File: src/rtl/lsu_bus_if.sv
// Load/store unit bridging the core's execute stage to a handshaked word-wide data bus.
// Handles lane steering, byte enables, load extension, alignment checks and access timeout.
module lsu_bus_if #(
  parameter int XLEN      = 32,
  parameter int TIMEOUT   = 16,
  parameter int TIMEOUT_W = 5
) (
  input  logic            clk,
  input  logic            rst,
  input  logic            req_valid,
  input  logic            req_we,
  input  logic [2:0]      req_funct3,
  input  logic [XLEN-1:0] req_addr,
  input  logic [XLEN-1:0] req_wdata,
  output logic            stall,
  output logic            done,
  output logic            fault,
  output logic [XLEN-1:0] rdata,
  output logic            bus_req,
  output logic            bus_we,
  output logic [XLEN-1:0] bus_addr,
  output logic [XLEN-1:0] bus_wdata,
  output logic [3:0]      bus_be,
  input  logic            bus_ack,
  input  logic [XLEN-1:0] bus_rdata
);

  typedef enum logic [1:0] {IDLE, REQ, DONE} state_t;

  state_t                state_reg, state_next;
  logic [TIMEOUT_W-1:0]  cnt_reg, cnt_next;
  logic                  we_reg;
  logic [2:0]            funct3_reg;
  logic [1:0]            lane_reg;
  logic [XLEN-1:0]       addr_reg;
  logic [XLEN-1:0]       wdata_reg;
  logic [3:0]            be_reg;
  logic [XLEN-1:0]       rdata_reg, rdata_next;
  logic                  fault_reg, fault_next;

  logic                  req_legal;
  logic                  req_aligned;
  logic                  req_ok;
  logic                  accept;
  logic [3:0]            be_steer;
  logic [XLEN-1:0]       wdata_steer;
  logic [7:0]            rd_byte [4];
  logic [7:0]            byte_sel;
  logic [15:0]           half_sel;
  logic [XLEN-1:0]       load_ext;

  // Request decode: funct3 legality depends on direction, alignment on access width.
  always_comb begin
    req_legal = 1'b0;
    case (req_funct3)
      3'b000, 3'b001, 3'b010: req_legal = 1'b1;
      3'b100, 3'b101:         req_legal = ~req_we;
      default:                req_legal = 1'b0;
    endcase
    req_aligned = 1'b1;
    case (req_funct3[1:0])
      2'b01:   req_aligned = (req_addr[0] == 1'b0);
      2'b10:   req_aligned = (req_addr[1:0] == 2'b00);
      default: req_aligned = 1'b1;
    endcase
  end

  assign req_ok = req_legal & req_aligned;
  assign accept = (state_reg == IDLE) & req_valid & req_ok;

  // Store lanes replicate the datum across the word; loads fetch the full word.
  always_comb begin
    be_steer    = 4'b1111;
    wdata_steer = '0;
    if (req_we) begin
      case (req_funct3[1:0])
        2'b00: begin
          be_steer    = 4'b0001 << req_addr[1:0];
          wdata_steer = {4{req_wdata[7:0]}};
        end
        2'b01: begin
          be_steer    = 4'b0011 << req_addr[1:0];
          wdata_steer = {2{req_wdata[15:0]}};
        end
        default: begin
          be_steer    = 4'b1111;
          wdata_steer = req_wdata;
        end
      endcase
    end
  end

  generate
    for (genvar gi = 0; gi < 4; gi++) begin : g_rd_lane
      assign rd_byte[gi] = bus_rdata[8*gi +: 8];
    end
  endgenerate

  assign byte_sel = rd_byte[lane_reg];
  assign half_sel = lane_reg[1] ? bus_rdata[31:16] : bus_rdata[15:0];

  always_comb begin
    load_ext = bus_rdata;
    case (funct3_reg)
      3'b000:  load_ext = {{(XLEN-8){byte_sel[7]}}, byte_sel};
      3'b001:  load_ext = {{(XLEN-16){half_sel[15]}}, half_sel};
      3'b100:  load_ext = {{(XLEN-8){1'b0}}, byte_sel};
      3'b101:  load_ext = {{(XLEN-16){1'b0}}, half_sel};
      default: load_ext = bus_rdata;
    endcase
  end

  always_comb begin
    state_next = state_reg;
    cnt_next   = cnt_reg;
    rdata_next = rdata_reg;
    fault_next = fault_reg;
    case (state_reg)
      IDLE: begin
        if (req_valid) begin
          if (req_ok) begin
            state_next = REQ;
            cnt_next   = '0;
          end else begin
            state_next = DONE;
            fault_next = 1'b1;
            rdata_next = '0;
          end
        end
      end
      REQ: begin
        // An ack arriving on the final allowed cycle still completes cleanly.
        if (bus_ack) begin
          state_next = DONE;
          fault_next = 1'b0;
          rdata_next = we_reg ? '0 : load_ext;
        end else if (cnt_reg == TIMEOUT_W'(TIMEOUT - 1)) begin
          state_next = DONE;
          fault_next = 1'b1;
          rdata_next = '0;
        end else begin
          cnt_next = cnt_reg + 1'b1;
        end
      end
      DONE: begin
        state_next = IDLE;
      end
      default: begin
        state_next = IDLE;
      end
    endcase
  end

  always_ff @(posedge clk or posedge rst) begin
    if (rst) begin
      state_reg <= IDLE;
      cnt_reg   <= '0;
      rdata_reg <= '0;
      fault_reg <= 1'b0;
    end else begin
      state_reg <= state_next;
      cnt_reg   <= cnt_next;
      rdata_reg <= rdata_next;
      fault_reg <= fault_next;
    end
  end

  always_ff @(posedge clk or posedge rst) begin
    if (rst) begin
      we_reg     <= 1'b0;
      funct3_reg <= 3'b000;
      lane_reg   <= 2'b00;
      addr_reg   <= '0;
      wdata_reg  <= '0;
      be_reg     <= 4'b0000;
    end else if (accept) begin
      we_reg     <= req_we;
      funct3_reg <= req_funct3;
      lane_reg   <= req_addr[1:0];
      addr_reg   <= {req_addr[XLEN-1:2], 2'b00};
      wdata_reg  <= wdata_steer;
      be_reg     <= be_steer;
    end
  end

  // Gating with rst lets an aborted access release the core in the same cycle.
  assign stall     = ~rst & (((state_reg == IDLE) & req_valid) | (state_reg == REQ));
  assign bus_req   = ~rst & (state_reg == REQ);
  assign done      = (state_reg == DONE);
  assign fault     = fault_reg & done;
  assign rdata     = rdata_reg;
  assign bus_we    = we_reg;
  assign bus_addr  = addr_reg;
  assign bus_wdata = wdata_reg;
  assign bus_be    = be_reg;

endmodule

File: config.mk
export PLATFORM = sky130hd
export DESIGN_NAME = lsu_bus_if
export DESIGN_NICKNAME = d
export VERILOG_FILES = /design/src/rtl/lsu_bus_if.sv
export SDC_FILE = /design/constraint.sdc
export NUM_CORES = 1
export LEC_CHECK = 0
export CAP_MARGIN = 20
export CORE_MARGIN = 2
export CORE_UTILIZATION = 48
export CTS_CLUSTER_SIZE = 40
export DETAILED_ROUTE_END_ITERATION = 16
export GPL_TIMING_DRIVEN = 1
export PLACE_DENSITY = 0.94
export SLEW_MARGIN = 20
export SYNTH_ARGS = -nofsm -noshare
export SYNTH_HDL_FRONTEND = slang
export SYNTH_SLANG_ARGS = --single-unit
File: constraint.sdc
create_clock -name clk -period 13.85 [get_ports clk]
set_input_delay 2.77 -clock clk [delete_from_list [all_inputs] [get_ports clk]]
set_output_delay 2.77 -clock clk [all_outputs]
set_load 0.005 [all_outputs]
==> impl_metrics.ini, run 1 <==
[run_status]
status = finished, final reports clean

[cells_and_area]
final_net_count = 811
final_core_util_pct = 71.6
area_growth_pct = 43.9
layout.cells.non_filler = 846
antenna_cells = 0
drive_gt1_share_pct = 12.3
fill_cells = 785

[pwr]
combPwrFrac_pct = 36.3
powerDensity_nw_per_um2 = 153
seq_power_share_pct = 41.5
p_sw_share_pct = 28.7
internal_power_mw = 0.859
ir_drop_mv = 0.0867
power.static_leakage_nw = 3.40
power_mw = 1.21
switchingPower_mw = 0.347
power_frac_clock_pct = 22.1

[timing]
tightestPinTransition_ps = 1070
drv_slew = 0
hold_viol_final = 0
setup_viol = 0
layout_min_cycle_time_ps = 7280
layout_setup_ws_ps = 6570
setup_tns_ps = 0
max_freq_mhz = 137
rsz0062_at_grt = no
post-route-period-util_pct = 52.5
fin_skew_ps = 9.87
relSlewSlack_pct = 28.5

[global_route]
grt_util_all_layers_pct = 25.7
grt_antenna_before_repair = 0
grt_max_degree = 79
grt_pass1_wl_microns = 25500
first_global_vias = 5007
grt-ovfl-total = 0

[logic_synthesis]
avgSynthCellArea_sq_um = 10.5
ys_ff_latch = 112
yosysTopAreaCellShare_pct = 51.3
synth_seq_area_share_pct = 51.3
yosys_most_used_dff = dfrtp_1
post-synth-top-count-cell = dfrtp_1
ys_types = 43
synthTopCellsByCount = dfrtp_1, nand2_1, mux2_2, nor2_1, o21ai_0
synthCells = 519
synth_area_sq_um = 5460
synth_edf_count = 0
yosys_warnings = 0
async_reset_ff_share_pct = 100
synth.area.top_cells = dfrtp_1, mux2_2, nand2_1, mux2_4, o21ai_0
synth.largest_area_cell = dfrtp_1

[critical_path]
crit_path_end_kind = output pin
path_class = input pin to output pin
critPathMaxStageDelay_ps = 520
crit_chain = clkdlybuf4s50_1 -> inv_4 -> and3_1 -> clkdlybuf4s50_1
worstSetupStartpointType = input pin
cp_slowest_cell = inv_4
cp_common_cell = clkdlybuf4s50_1
cp_max_fo = 56
worstPathArrival_ps = 4510
critPathBufInv = 3
worstPathRequired_ps = 11080
critPathTopFamily = buffers and inverters

[worst_hold_path]
hold_path_class = flip-flop to flip-flop

[route]
routed_wl_microns = 16000
drt_iter0_drc = 360
dr.pass1.iters = 5
drc = 0
routedWlPerCell_microns = 18.9
vias = 4780
avgViaCountPerCell = 5.65
postRouteAntennaNets = 0

[clock_tree]
cts.repair.resized = 0
htreeDepth = 3
cts_sinks = 112
worst_skew_pair.late_latency_ps = 340
cts_hold_buf = 0
cts_tree = done
cts_buffers = 9
root_buffer = clkbuf_16
postCtsSetupRepairBufs = 0
path_clk_slew_ps = 60
cts.path.max_buffers = 2

[placed_design]
io_buffers = 206
dp.cells = 831
dp_hpwl_microns = 11400
pre_cts_ws_ps = 6520
gp_congestion = 0.904

[floorplanning]
row_count = 38
die_area_sq_um = 12300
core_sq_um = 11000
start_util_pct = 49.7
die_w_microns = 111
die_height_microns = 111
ios = 209

[flow_run]
maxCapViolCount = 0
==> cell type report <==
class | count | area [sq um] | area share (%)
clock buffer | 13 | 270 | 3.44
multi-input combinational | 354 | 2430 | 30.9
timing repair buffer | 208 | 2080 | 26.4
sequential | 112 | 2800 | 35.7
clock inverter | 2 | 37.5 | 0.478
inverter | 17 | 66.3 | 0.844
tap | 140 | 175 | 2.23
==> power groups by stage <==
stage	Clock [mW]	Sequential, mW	Combinational [mW]
3_3_place_gp	0	0.497	0.422
5_1_grt	0.284	0.513	0.468
2_1_floorplan	0	0.489	0.183
3_5_place_dp	0	0.505	0.435
4_1_cts	0.272	0.500	0.440
6_report	0.267	0.501	0.438
==> kinds of logic (layout without fill, tap and decap cells) <==
logic type	count (synthesis)	after routing	share of synthesized area (%)
buffers and inverters	54	240	4.40
and+or+nand+nor	159	159	12.5
xor gates and xnor gates	2	2	0.321
muxes	74	74	16.2
DFF	112	112	51.3
other	1	2	0.0686
adders and majority gates	5	5	1.15
AOI/OAI and AO/OA	112	112	14.1
==> worst reg2reg max path, cell delays in order, from the launching register on <==
cell	delay, ps
dfrtp_1	510
nand4bb_1	650
nor2_1	990
nand2_1	160
o211ai_1	150
==> cells in the final DEF (no fill, tap or decap), types with 2 or more instances in the layout <==
cell and instances:
clkdlybuf4s50_1 206, dfrtp_1 112, nand2_1 79, mux2_2 49, nor2_1 45, o21ai_0 39
o211ai_1 19, inv_1 16, mux2_4 14, nand2b_1 11, mux2i_1 10, o31ai_1 9
clkbuf_16 9, a22o_1 8, a221o_1 8, nand3_1 7, a21oi_1 7, a21boi_0 7
ha_1 5, o221ai_1 4, nor3_1 3, and2_1 3, o32ai_1 3, clkbuf_8 3
nor2b_1 2, a31o_2 2, and3_1 2, xnor2_1 2, conb_1 2, buf_4 2
==> path summary, 6_finish.rpt <==
| check | startpoint | endpoint | slack (ps) | cells past startpoint |
|---|---|---|---|---|
| hold / removal | bus_wdata[0] | bus_wdata[0] | 510 | 2 |
| setup reg to reg | state_reg[0] | rdata[21] | 11300 | 4 |
| hold reg to reg | bus_wdata[0] | bus_wdata[0] | 510 | 2 |
| setup / recovery | rst | bus_req | 6570 | 4 |
| max in group asynchronous | rst | bus_be[1] | 9740 | 3 |
| min in group asynchronous | rst | fault_reg | 2920 | 2 |
==> metrics by stage <==
step | hold slack (ps) | instance area [sq um]
after floorplan | 457 | 5470
after global routing | 526 | 7860
after CTS | 509 | 7860
after detailed placement | 493 | 7550
after global placement | 487 | 7550
final | 507 | 7860
==> per-layer routing <==
layer / wire [microns] / share of wire, % / global-route usage [%]
met5: 0 / 0 / 0
met4: 420 / 2.6 / 9.83
met3: 1240 / 7.7 / 5.90
met2: 8010 / 50 / 44.0
met1: 6300 / 39 / 31.6
(Power assumes the default switching activity.)
==> inputs of run 2 (changes only) <==
--- a/config.mk
+++ b/config.mk
@@ -7,11 +7,11 @@
 export LEC_CHECK = 0
 export CAP_MARGIN = 20
 export CORE_MARGIN = 2
-export CORE_UTILIZATION = 48
+export CORE_UTILIZATION = 44
 export CTS_CLUSTER_SIZE = 40
 export DETAILED_ROUTE_END_ITERATION = 16
 export GPL_TIMING_DRIVEN = 1
-export PLACE_DENSITY = 0.94
+export PLACE_DENSITY = 0.88
 export SLEW_MARGIN = 20
 export SYNTH_ARGS = -nofsm -noshare
 export SYNTH_HDL_FRONTEND = slang
==> constraint.sdc (replaced) <==
create_clock -name clk -period 7 [get_ports clk]
set_input_delay 1.4 -clock clk [delete_from_list [all_inputs] [get_ports clk]]
set_output_delay 1.4 -clock clk [all_outputs]
set_load 0.005 [all_outputs]
==> run 2 against run 1 <==
Compared with the run above:
- sequential power is 98% higher
- via count is 0.27% higher
- clock power is 77% higher
- combinational power is 97% higher
- clock skew is 5.6 ps lower
- power is 93% higher
- global-route usage is 1.5 points lower
- critical path type unchanged
- critical endpoint unchanged
==> impl_metrics.ini, run 2 (synthesis gave the netlist of run 1 again) <==
[run_status]
status = finished, final reports clean

[clock_tree]
cts.repair.resized = 0
cts_sinks = 112
root_buffer = clkbuf_16
postCtsSetupRepairBufs = 0
cts_hold_buf = 0
cts_tree = done
cts.path.max_buffers = 2
cts_buffers = 9
htreeDepth = 3
worst_skew_pair.late_latency_ps = 350
path_clk_slew_ps = 70

[placed_design]
gp_congestion = 0.913
placed_area_sq_um = 7580
dp.cells = 859
dp_hpwl_microns = 11500
pre_cts_ws_ps = 2440
io_buffers = 206

[route]
dr.pass1.iters = 6
routedWlPerCell_microns = 18.1
postRouteAntennaNets = 0
avgViaCountPerCell = 5.48
vias = 4793
drc = 0
routed_wl_microns = 15900
drt_iter0_drc = 353

[critical_path]
cp_max_fo = 54
worstPathRequired_ps = 5600
crit_chain = clkdlybuf4s50_1 -> inv_4 -> and3_1 -> clkdlybuf4s50_1
worstPathArrival_ps = 3110
crit_path_end_kind = output pin
critPathMaxStageDelay_ps = 500
worstSetupStartpoint = rst
path_class = input pin to output pin
r2r_start = state_reg[0]
cp_slowest_cell = inv_4
worstSetupStartpointType = input pin
cp_common_cell = clkdlybuf4s50_1

[timing]
setup_viol = 0
drv_slew = 0
post-route-period-util_pct = 64.4
layout_setup_ws_ps = 2490
layout_min_cycle_time_ps = 4510
rsz0062_at_grt = no
tightestPinTransition_ps = 1050
max_freq_mhz = 222
fin_skew_ps = 4.27
hold_viol_final = 0
relSlewSlack_pct = 29.7
hold_slack_ps = 507
setup_tns_ps = 0

[cells_and_area]
antenna_cells = 0
area_growth_pct = 43.7
final_core_util_pct = 65.1
drive_gt1_share_pct = 12.3
layout.cells.non_filler = 874
layout_commonest_cell = clkdlybuf4s50_1
final_net_count = 811
finalInstanceArea_sq_um = 7850
final_cell_mix = clkdlybuf4s50_1, dfrtp_1, nand2_1, mux2_2, nor2_1

[floorplanning]
core_sq_um = 12100
die_height_microns = 115
die_area_sq_um = 13300
start_util_pct = 45.3
row_count = 40
ios = 209
die_w_microns = 115

[global_route]
grt_max_degree = 79
grt_pass1_wl_microns = 25000
grt-ovfl-total = 0
first_global_vias = 4801
grt_util_all_layers_pct = 24.1
grt_antenna_before_repair = 0

[pwr]
power.static_leakage_nw = 3.37
powerDensity_nw_per_um2 = 296
power_mw = 2.32
ir_drop_mv = 0.198

[worst_hold_path]
hold_path_class = flip-flop to flip-flop
min_from = bus_addr[12]

[flow_run]
maxCapViolCount = 0
run 2: cell types whose count changed in the layout (fill, tap and decap cells not counted), sizes merged:
cell / delta
clkbuf: -3
inv: +1
clkinv: +2
bufinv: -1
clkinvlp: +1
run 2: cell type report:
class,instances,area [sq um]
inverter,17,66.3
tap,168,210
clock inverter,5,33.8
sequential,112,2800
clock buffer,10,229
multi-input combinational,354,2430
timing repair buffer,208,2080
fill,942,4210
run 2: per-layer routing:
layer	global-route usage, %	share of wire (%)	vias to the layer above
li1	-	-	2176
met1	31.4	39	2364
met2	40.2	50	230
met3	5.75	8.3	23
met4	7.47	1.9	0
met5	0	0	-
run 2: critical path: cells and delay by family:
family | cells | cell delay [ps]
AND/OR/NAND/NOR | 1 | 240
buffers and inverters | 3 | 1460
run 2: power by group:
| part | switching, mW | internal, mW |
|---|---|---|
| Combinational | 0.309 | 0.552 |
| Clock | 0.232 | 0.240 |
| Sequential | 0.151 | 0.841 |
run 2: path summary, 6_finish.rpt:
check | end | slack (ps) | cells after the start
max | bus_req | 2490 | 4
min | bus_addr[12] | 510 | 1
max reg2reg | rdata[29] | 4460 | 4
min reg2reg | bus_addr[12] | 510 | 1
max in group asynchronous | bus_wdata[20] | 4210 | 3
min in group asynchronous | rdata[1] | 1530 | 2
==> inputs of run 3 (changes only) <==
==> constraint.sdc (replaced) <==
create_clock -name clk -period 4.71 [get_ports clk]
set_input_delay 0.942 -clock clk [delete_from_list [all_inputs] [get_ports clk]]
set_output_delay 0.942 -clock clk [all_outputs]
set_load 0.005 [all_outputs]
==> run 3 against run 2 <==
Compared with the run above:
- clock-buffer cell count unchanged
- non-clock buffer count up 5
- critical path type is now input pin to flip-flop
- routed wire length down 1.3%
- highest routed layer is now met5
- largest power group unchanged
- sequential share of layout area down 0.42 points
- global-route usage down 0.74 points
- final cell count up 0.69%
- via count down 0.35%
- critical path depth up 4
==> impl_metrics.ini, run 3 (synthesis gave the netlist of run 1 again) <==
[timing]
drv_slew = 0
setup_tns_ps = 0
tightestPinTransition_ps = 913
post-route-period-util_pct = 75.9
max_freq_mhz = 280
relSlewSlack_pct = 39.0
layout_min_cycle_time_ps = 3580
setup_viol = 0
fin_skew_ps = 11.4
hold_viol_final = 0
rsz0062_at_grt = no
layout_setup_ws_ps = 1130

[clock_tree]
worst_skew_pair.late_latency_ps = 360
cts_tree = done
cts_sinks = 112
postCtsSetupRepairBufs = 0
path_clk_slew_ps = 70
cts_hold_buf = 0
htreeDepth = 3
cts_buffers = 9
cts.path.max_buffers = 2
root_buffer = clkbuf_16
cts.repair.resized = 0

[critical_path]
worstPathArrival_ps = 3810
crit_path_end_kind = flip-flop
cp_max_fo = 42
path_class = input pin to flip-flop
worstPathRequired_ps = 4940
worstSetupStartpointType = input pin

[route]
drc = 0
routed_wl_microns = 15700
avgViaCountPerCell = 5.43
drt_iter0_drc = 388
vias = 4776
dr.pass1.iters = 6
routedWlPerCell_microns = 17.8
postRouteAntennaNets = 0

[global_route]
grt_max_degree = 61
first_global_vias = 4799
grt_antenna_before_repair = 0
grt_pass1_wl_microns = 24400
grt-ovfl-total = 0
grt_util_all_layers_pct = 23.4

[floorplanning]
die_area_sq_um = 13300
core_sq_um = 12100
die_height_microns = 115
row_count = 40
ios = 209
die_w_microns = 115
start_util_pct = 45.3

[cells_and_area]
fill_cells = 917
antenna_cells = 0
final_cell_mix = clkdlybuf4s50_1, dfrtp_1, nand2_1, mux2_2, nor2_1
layout.cells.non_filler = 880
layout_commonest_cell = clkdlybuf4s50_1
drive_gt1_share_pct = 13.2
final_net_count = 816
area_growth_pct = 45.4
finalInstanceArea_sq_um = 7940

[placed_design]
pre_cts_ws_ps = 808
io_buffers = 206
dp_hpwl_microns = 11400
dp.cells = 864
gp_congestion = 0.920
placed_area_sq_um = 7630

[pwr]
ir_drop_mv = 0.233
power.static_leakage_nw = 3.42
power_mw = 3.55
powerDensity_nw_per_um2 = 446

[flow_run]
maxCapViolCount = 0

[run_status]
status = finished, final reports clean

[worst_hold_path]
hold_path_class = flip-flop to flip-flop
[run 3: cell count changes in the layout (fill, tap and decap cells not counted), sizes merged]
cell,before,now
bufinv,0,1
buf,2,7
[run 3: stage by stage]
stage               hold WS (ps)  util [%]
detailed placement           494      63.3
floorplan                    457         -
global placement             487      63.3
finish                       506      65.9
CTS                          508      65.8
global route                 530      65.9
[run 3: worst max-delay path, stage by stage]
cell and delay, ps:
clkdlybuf4s50_1 540, inv_1 120, ha_1 360, nand2b_1 140, o311a_1 420, or3_4 560
buf_12 300, mux2_2 370
[run 3: area by class of cell]
type	instances	area (sq um)	share of cell area, %
Clock inverter	6	67.6	0.851
Sequential cell	112	2800	35.3
Timing Repair Buffer	213	2130	26.8
Multi-Input combinational cell	354	2430	30.6
Clock buffer	10	239	3.01
Inverter	17	66.3	0.835
Tap cell	168	210	2.65
[run 3: path summary, 6_finish.rpt]
check                              start            end  slack (ps)  cells after the start
max                        req_funct3[1]  bus_wdata[23]        1130                      8
max reg2reg                 state_reg[0]  bus_wdata[31]        2360                      5
min in group asynchronous            rst       rdata[1]        1170                      3
max in group asynchronous            rst   bus_addr[25]        2310                      4
min                         bus_addr[20]   bus_addr[20]         510                      1
min reg2reg                 bus_addr[20]   bus_addr[20]         510                      1
[run 3: routing by layer]
metal | wire (microns) | track usage [%] | vias to the layer above
met5 | 9 | 0 | -
met1 | 6350 | 29.9 | 2350
met3 | 1160 | 5.39 | 30
met4 | 401 | 9.56 | 2
met2 | 7740 | 38.5 | 211
li1 | - | - | 2183
[run 3: power by group]
| part | total, mW | switching, mW | internal (mW) | leakage, nW |
|---|---|---|---|---|
| clock | 0.792 | 0.363 | 0.430 | 0.145 |
| combinational | 1.28 | 0.459 | 0.823 | 1.85 |
| sequential | 1.47 | 0.221 | 1.25 | 1.43 |
| total | 3.55 | 1.04 | 2.50 | 3.42 |
